===== src/rtl/systolic_pkg.sv =====
// Shared types and helpers for the systolic MAC row.
// sat_add is only referenced when SYSTOLIC_ACC_SAT_EN is defined.
package systolic_pkg;

    typedef enum logic [1:0] {
        S_IDLE,
        S_WAIT,
        S_DRAIN
    } state_t;

    localparam int N_COLS_DEF  = 4;
    localparam int DRAIN_CNT_W = $clog2(N_COLS_DEF + 1);

    // Signed add clamped to the range of a w-bit two's-complement value (w <= 62).
    function automatic logic signed [63:0] sat_add(input logic signed [63:0] x,
                                                   input logic signed [63:0] y,
                                                   input int                 w);
        logic signed [63:0] s;
        logic signed [63:0] hi;
        logic signed [63:0] lo;
        s  = x + y;
        hi = (64'sd1 <<< (w - 1)) - 64'sd1;
        lo = -hi - 64'sd1;
        if (s > hi)
            return hi;
        else if (s < lo)
            return lo;
        else
            return s;
    endfunction

endpackage


===== src/rtl/systolic_pe.sv =====
// One processing element: a/valid/first pipeline stage, signed MAC and drain shift.
// Define SYSTOLIC_ACC_SAT_EN for saturating accumulation; otherwise the sum wraps.
module systolic_pe
    import systolic_pkg::*;
#(
    parameter int DATA_W = 8,
    parameter int ACC_W  = 20
) (
    input  logic                     clock,
    input  logic                     reset,
    input  logic signed [DATA_W-1:0] a_prev,
    input  logic                     v_prev,
    input  logic                     f_prev,
    input  logic signed [DATA_W-1:0] b,
    input  logic                     shift,
    input  logic signed [ACC_W-1:0]  acc_prev,
    output logic signed [DATA_W-1:0] a,
    output logic                     v,
    output logic                     f,
    output logic signed [ACC_W-1:0]  acc
);

    logic signed [2*DATA_W-1:0] prod;
    logic signed [ACC_W-1:0]    prod_ext;
    logic signed [ACC_W-1:0]    base;
    logic signed [ACC_W-1:0]    acc_sum;

    always_comb begin
        prod     = a * b;
        prod_ext = ACC_W'(prod);
        base     = f ? '0 : acc;
`ifdef SYSTOLIC_ACC_SAT_EN
        acc_sum  = ACC_W'(sat_add(64'(base), 64'(prod_ext), ACC_W));
`else
        acc_sum  = base + prod_ext;
`endif
    end

    // NOTE: every register here, including acc, is cleared by reset; a drain
    // aborted by reset must not leave stale partial sums behind.
    always_ff @(posedge clock) begin
        if (reset) begin
            a   <= '0;
            v   <= 1'b0;
            f   <= 1'b0;
            acc <= '0;
        end else begin
            a <= a_prev;
            v <= v_prev;
            f <= f_prev;
            if (shift)
                acc <= acc_prev;
            else if (v)
                acc <= acc_sum;
        end
    end

endmodule


===== src/rtl/systolic_row.sv =====
// Row of N_COLS chained PEs with drain sequencer (IDLE -> WAIT -> DRAIN).
// SYSTOLIC_ACC_SAT_EN selects saturating accumulators inside systolic_pe.
module systolic_row
    import systolic_pkg::*;
#(
    parameter int N_COLS = 4,
    parameter int DATA_W = 8,
    parameter int ACC_W  = 20
) (
    input  logic                       clock,
    input  logic                       reset,
    input  logic                       in_valid,
    input  logic [DATA_W-1:0]          a_in,
    input  logic                       first,
    input  logic [N_COLS*DATA_W-1:0]   b_in,
    input  logic                       drain_start,
    output logic [DATA_W-1:0]          a_out,
    output logic                       a_valid_out,
    output logic                       drain_valid,
    output logic [ACC_W-1:0]           drain_data,
    output logic                       busy,
    output logic                       drop_err
);

    localparam int CNT_W = $clog2(N_COLS + 1);

    state_t             state;
    state_t             state_next;
    logic [CNT_W-1:0]   cnt;
    logic               accept;
    logic               shift;
    logic [N_COLS-1:0]  pe_valid;

    logic signed [DATA_W-1:0] a_chain   [N_COLS+1];
    logic                     v_chain   [N_COLS+1];
    logic                     f_chain   [N_COLS+1];
    logic signed [ACC_W-1:0]  acc_chain [N_COLS+1];
    logic                     unused_f_last;

    assign busy          = (state != S_IDLE);
    assign shift         = (state == S_DRAIN);
    assign accept        = in_valid & ~busy;
    assign a_chain[0]    = a_in;
    assign v_chain[0]    = accept;
    assign f_chain[0]    = first & accept;
    assign acc_chain[0]  = '0;
    assign unused_f_last = f_chain[N_COLS];

    for (genvar i = 0; i < N_COLS; i++) begin : g_pe
        systolic_pe #(
            .DATA_W (DATA_W),
            .ACC_W  (ACC_W)
        ) u_pe (
            .clock    (clock),
            .reset    (reset),
            .a_prev   (a_chain[i]),
            .v_prev   (v_chain[i]),
            .f_prev   (f_chain[i]),
            .b        (b_in[i*DATA_W +: DATA_W]),
            .shift    (shift),
            .acc_prev (acc_chain[i]),
            .a        (a_chain[i+1]),
            .v        (v_chain[i+1]),
            .f        (f_chain[i+1]),
            .acc      (acc_chain[i+1])
        );
        assign pe_valid[i] = v_chain[i+1];
    end

    assign a_out       = a_chain[N_COLS];
    assign a_valid_out = v_chain[N_COLS];
    assign drain_valid = shift;
    assign drain_data  = shift ? acc_chain[N_COLS] : '0;

    // WAIT holds until the last in-flight beat has landed in every accumulator.
    always_comb begin
        state_next = state;
        unique case (state)
            S_IDLE:  if (drain_start)                 state_next = S_WAIT;
            S_WAIT:  if (pe_valid == '0)              state_next = S_DRAIN;
            S_DRAIN: if (cnt == CNT_W'(N_COLS - 1))   state_next = S_IDLE;
            default:                                  state_next = S_IDLE;
        endcase
    end

    // NOTE: sequential state uses non-blocking assignments only, so every
    // register samples pre-edge values regardless of statement order.
    always_ff @(posedge clock) begin
        if (reset) begin
            state    <= S_IDLE;
            cnt      <= '0;
            drop_err <= 1'b0;
        end else begin
            state <= state_next;
            if (shift)
                cnt <= cnt + CNT_W'(1);
            else
                cnt <= '0;
            if (in_valid && busy)
                drop_err <= 1'b1;
        end
    end

endmodule


===== config.mk =====
export PLATFORM = sky130hd
export DESIGN_NAME = systolic_row
export DESIGN_NICKNAME = d
export VERILOG_FILES = /design/src/rtl/systolic_pkg.sv /design/src/rtl/systolic_pe.sv /design/src/rtl/systolic_row.sv
export SDC_FILE = /design/constraint.sdc
export NUM_CORES = 1
export LEC_CHECK = 0
export ABC_AREA = 1
export CELL_PAD_IN_SITES_DETAIL_PLACEMENT = 1
export CELL_PAD_IN_SITES_GLOBAL_PLACEMENT = 2
export CORE_MARGIN = 1.5
export CORE_UTILIZATION = 34
export CTS_CLUSTER_SIZE = 30
export DETAILED_ROUTE_END_ITERATION = 8
export PLACE_DENSITY_LB_ADDON = 0.1
export SLEW_MARGIN = 30
export SYNTH_ARGS = -nofsm -noshare
export SYNTH_HDL_FRONTEND = slang
export SYNTH_SLANG_ARGS = --single-unit

===== constraint.sdc =====
create_clock -name clock -period 4.9 [get_ports clock]
set_input_delay 0.98 -clock clock [delete_from_list [all_inputs] [get_ports clock]]
set_output_delay 0.98 -clock clock [all_outputs]
set_load 0.005 [all_outputs]

==> reports/qor.yml <==
row_count: 89
cts-root-buf: "sky130_fd_sc_hd__clkbuf_16"
area_growth_pct: 25.7
port-buffer-count: 76
timing.critical_path.mode_cell: "sky130_fd_sc_hd__fa_1"
drt-pass1-iter-count: 6
worstPathCellList: "clkbuf_2, clkinv_2, buf_4, buf_4, fa_1, inv_2, fa_1, fa_1, fa_1, fa_1, ha_4, nand2_4, nor2_4, nand2_2, nand2_2, nand2_2, nand2_2, inv_1, nand2_1, nand3_2, a21oi_2"
avgRoutedWirePerCell_microns: 17.0
synth.net_count: 3266
drt_drc_violations_left: 6
r2r_start: "g_pe[3].u_pe.a[6]$_SDFF_PP0_"
ir_worst_vdd_mv: 0.257
worst_hold_startpoint: "cnt[0]$_SDFF_PP0_"
clock_latency_late_sink_ps: 470
final_layout_size_suffix_gt1_share_pct: 18.6
fin_crit_ps: 4750
floorplan.core_area_sq_um: 59100
finalMaxSlewViolations: 0
final_common_cell: "sky130_fd_sc_hd__inv_1"
route.met3.wl_microns: 1000
fill_cell_total_of_the_finished_layout: 7075
slew_headroom_pct: 35.8
placement.setup.worst_slack_ps: -798
total_power_mw: 7.66
path_buf_inv: 6
min-delay-path-class: "flop to flop"
maximum_clock_skew_at_final_layout_ps: 17.0
fmax_mhz: 210
drtAntennaViolNets: 0
place.detailed.hpwl_microns: 55400
critical-path-slowest-cell: "sky130_fd_sc_hd__fa_1"
hold_slack_ps: 420
tightestPinTransition_ps: 962
wl_met1_microns: 27500
ys_dominant_reg_cell: "sky130_fd_sc_hd__dfxtp_1"
place.gp.congestion: 0.829
synth_area_sq_um: 20400
cts_buffer_depth: 2
drv_cap: 0
worst_r2r_path_depth: 18
dr.first_iter.drc_count: 471
cts.reportedPaths.clkPinSlew_ps: 60
groute.usage.overall_pct: 21.8
timing.critical_path.required_ps: 5290
syn_inst: 2683
die_area_sq_um: 61500
failing_checks: "DRC"
synth-seq-cells: 126
setup.worst_path.start_class: "input pin"
path_delay_family: "adder cells"
max_stage_delay_ps: 620
commonest_non_fill_non_tap_cells_in_the_layout: "sky130_fd_sc_hd__inv_1 (699), sky130_fd_sc_hd__nand2_1 (547), sky130_fd_sc_hd__fa_1 (335)"
powerDensity_nw_per_um2: 299
grt_max_degree: 57
grt_pass1_vias: 19200
setup-violations-final: 0
critical_path_peak_fanout: 5
synth_edf_count: 0
fin_nets: 3500
post_synth_num_cell_types: 42
criticalPathCategory: "input pin to flop"
asyncSetResetFlopFracSynth_pct: 0
report.final.hold_viol_count: 0
die_w_microns: 248
least_setup_slack_across_all_paths_after_layout_ps: 147
dpl_cell_area_sq_um: 24600
final_util_pct: 43.4
floorplan.die.height_microns: 248
postSynthAreaPerCell_sq_um: 7.60
initial_utilization_pct: 34.5
hold_path_depth: 1
globalRoute.totalOverflow: 0
synth_seq_area_share_pct: 12.4
tritoncts_num_sinks: 126
h-tree-depth: 4
crit-reg2reg-capture: "g_pe[3].u_pe.acc[19]$_SDFFE_PP0P_"
totalWireLength_microns: 62900
p_leak_nw: 13.8
design.portCount: 77
cts_made_buffers: 17
run_status: "finished with violations"
dr_total_vias: 17000
fin_crit_sh_pct: 97.0
synth.yosys.warnings: 0
postCtsHoldBufs: 0
cts_tree: "yes"
antennaDiodeCount: 0
top_signal_layer_used: "met4"
dr_wl_met2_microns: 33200
end_kind: "flop"
worst-endpoint-arrival_ps: 5140
global_route_wire_length_before_repair_microns: 103000
drt-vias-per-instance: 4.59
grt_antenna_before_repair: 0
hold_path_end: "cnt[0]$_SDFF_PP0_"
ff2ff_setup_slack_ps: 270
design_area_sq_um: 25600
==> synthesized netlist by cell type, drive strengths merged (7+ instances only) <==
cell	count	area [sq um]
nand4	12	75.1
nand3b	11	82.6
o22ai	25	156
nor2	198	807
ha	186	2330
a21oi	117	586
clkinv	8	30.0
buf	28	170
o21a	7	52.6
or2	8	50.1
a31oi	19	119
clkbuf	74	278
dfxtp	126	2520
nand3	85	425
xnor2	13	114
inv	725	2720
o21ai	49	245
nand2	594	2230
xor2	22	193
fa	352	7050
==> timing repair <==
action / CTS / global route
resized for setup: 92 / 109
setup buffers: 3 / 5
endpoints found under the hold margin: 0 / 0
pin swaps: 43 / 66
gates cloned: 0 / 0
endpoints found under the setup margin: 51 / 47
==> per-layer routing <==
| metal | global-route usage (%) | up-vias |
|---|---|---|
| met3 | 2.30 | 50 |
| li1 | - | 8333 |
| met4 | 5.19 | 0 |
| met5 | 0 | - |
| met2 | 40.4 | 127 |
| met1 | 26.9 | 8484 |
==> worst reg2reg max path, stage by stage (launching register included) <==
cell and delay, ps:
sky130_fd_sc_hd__dfxtp_1 590, sky130_fd_sc_hd__nand2_1 150, sky130_fd_sc_hd__fa_1 550, sky130_fd_sc_hd__inv_2 50
sky130_fd_sc_hd__fa_1 510, sky130_fd_sc_hd__fa_1 620, sky130_fd_sc_hd__fa_1 450, sky130_fd_sc_hd__fa_1 500
sky130_fd_sc_hd__ha_4 360, sky130_fd_sc_hd__nand2_4 90, sky130_fd_sc_hd__nor2_4 130, sky130_fd_sc_hd__nand2_2 60
sky130_fd_sc_hd__nand2_2 80, sky130_fd_sc_hd__nand2_2 50, sky130_fd_sc_hd__nand2_2 70, sky130_fd_sc_hd__inv_1 40
sky130_fd_sc_hd__nand2_1 60, sky130_fd_sc_hd__nand3_2 70, sky130_fd_sc_hd__a21oi_2 130
==> worst max-delay path by stage <==
stage / slack, ps / from / end / cells past startpoint
final: 150 / b_in[31] / g_pe[3].u_pe.acc[19]$_SDFFE_PP0P_ / 21
after global routing: -20 / b_in[31] / g_pe[3].u_pe.acc[17]$_SDFFE_PP0P_ / 20
after CTS: 0.5 / b_in[7] / g_pe[0].u_pe.acc[17]$_SDFFE_PP0P_ / 18
after detailed placement: -800 / b_in[16] / g_pe[2].u_pe.acc[19]$_SDFFE_PP0P_ / 21
after global placement: -740 / b_in[16] / g_pe[2].u_pe.acc[12]$_SDFFE_PP0P_ / 18
after floorplan: -90 / b_in[0] / g_pe[0].u_pe.acc[17]$_SDFFE_PP0P_ / 19
==> metrics by stage <==
step                setup TNS [ps]  instances
global route                 -36.5       3703
CTS                              0       3698
detailed placement          -37380       3663
floorplan                     -768       2683
finish                           0       3703
global placement            -34140       3663
==> area by class of cell <==
type                    instances  area (sq um)  area share [%]
inverters                     733          2790            10.9
flip-flops and latches        126          2520            9.84
repair buffers                317          2580            10.1
well taps                     773           967            3.77
multi-input cells            1722         16200            63.0
clock buffers                  18           439            1.71
clock inverters                14           181           0.708
==> registers in the layout, summed over array words and instances (netlist names) <==
register       cells
g_pe.u_pe.acc     80
g_pe.u_pe.f        4
state              2
drop_err           1
g_pe.u_pe.a       32
g_pe.u_pe.v        4
cnt                3
==> where the power goes <==
| group | switching [mW] | internal (mW) |
|---|---|---|
| clock network | 0.554 | 0.821 |
| logic | 2.68 | 2.47 |
| registers | 0.0514 | 1.08 |
| total | 3.28 | 4.38 |
==> logic make-up after synthesis <==
family          count (synthesis)  synth area share [%]
fa+ha+maj                     538                  45.9
simple gates                  916                  18.2
xor+xnor                       35                  1.50
flops                         126                  12.4
buf+inv                       835                  15.7
compound gates                233                  6.30
Power figures use the tool's default switching activity.
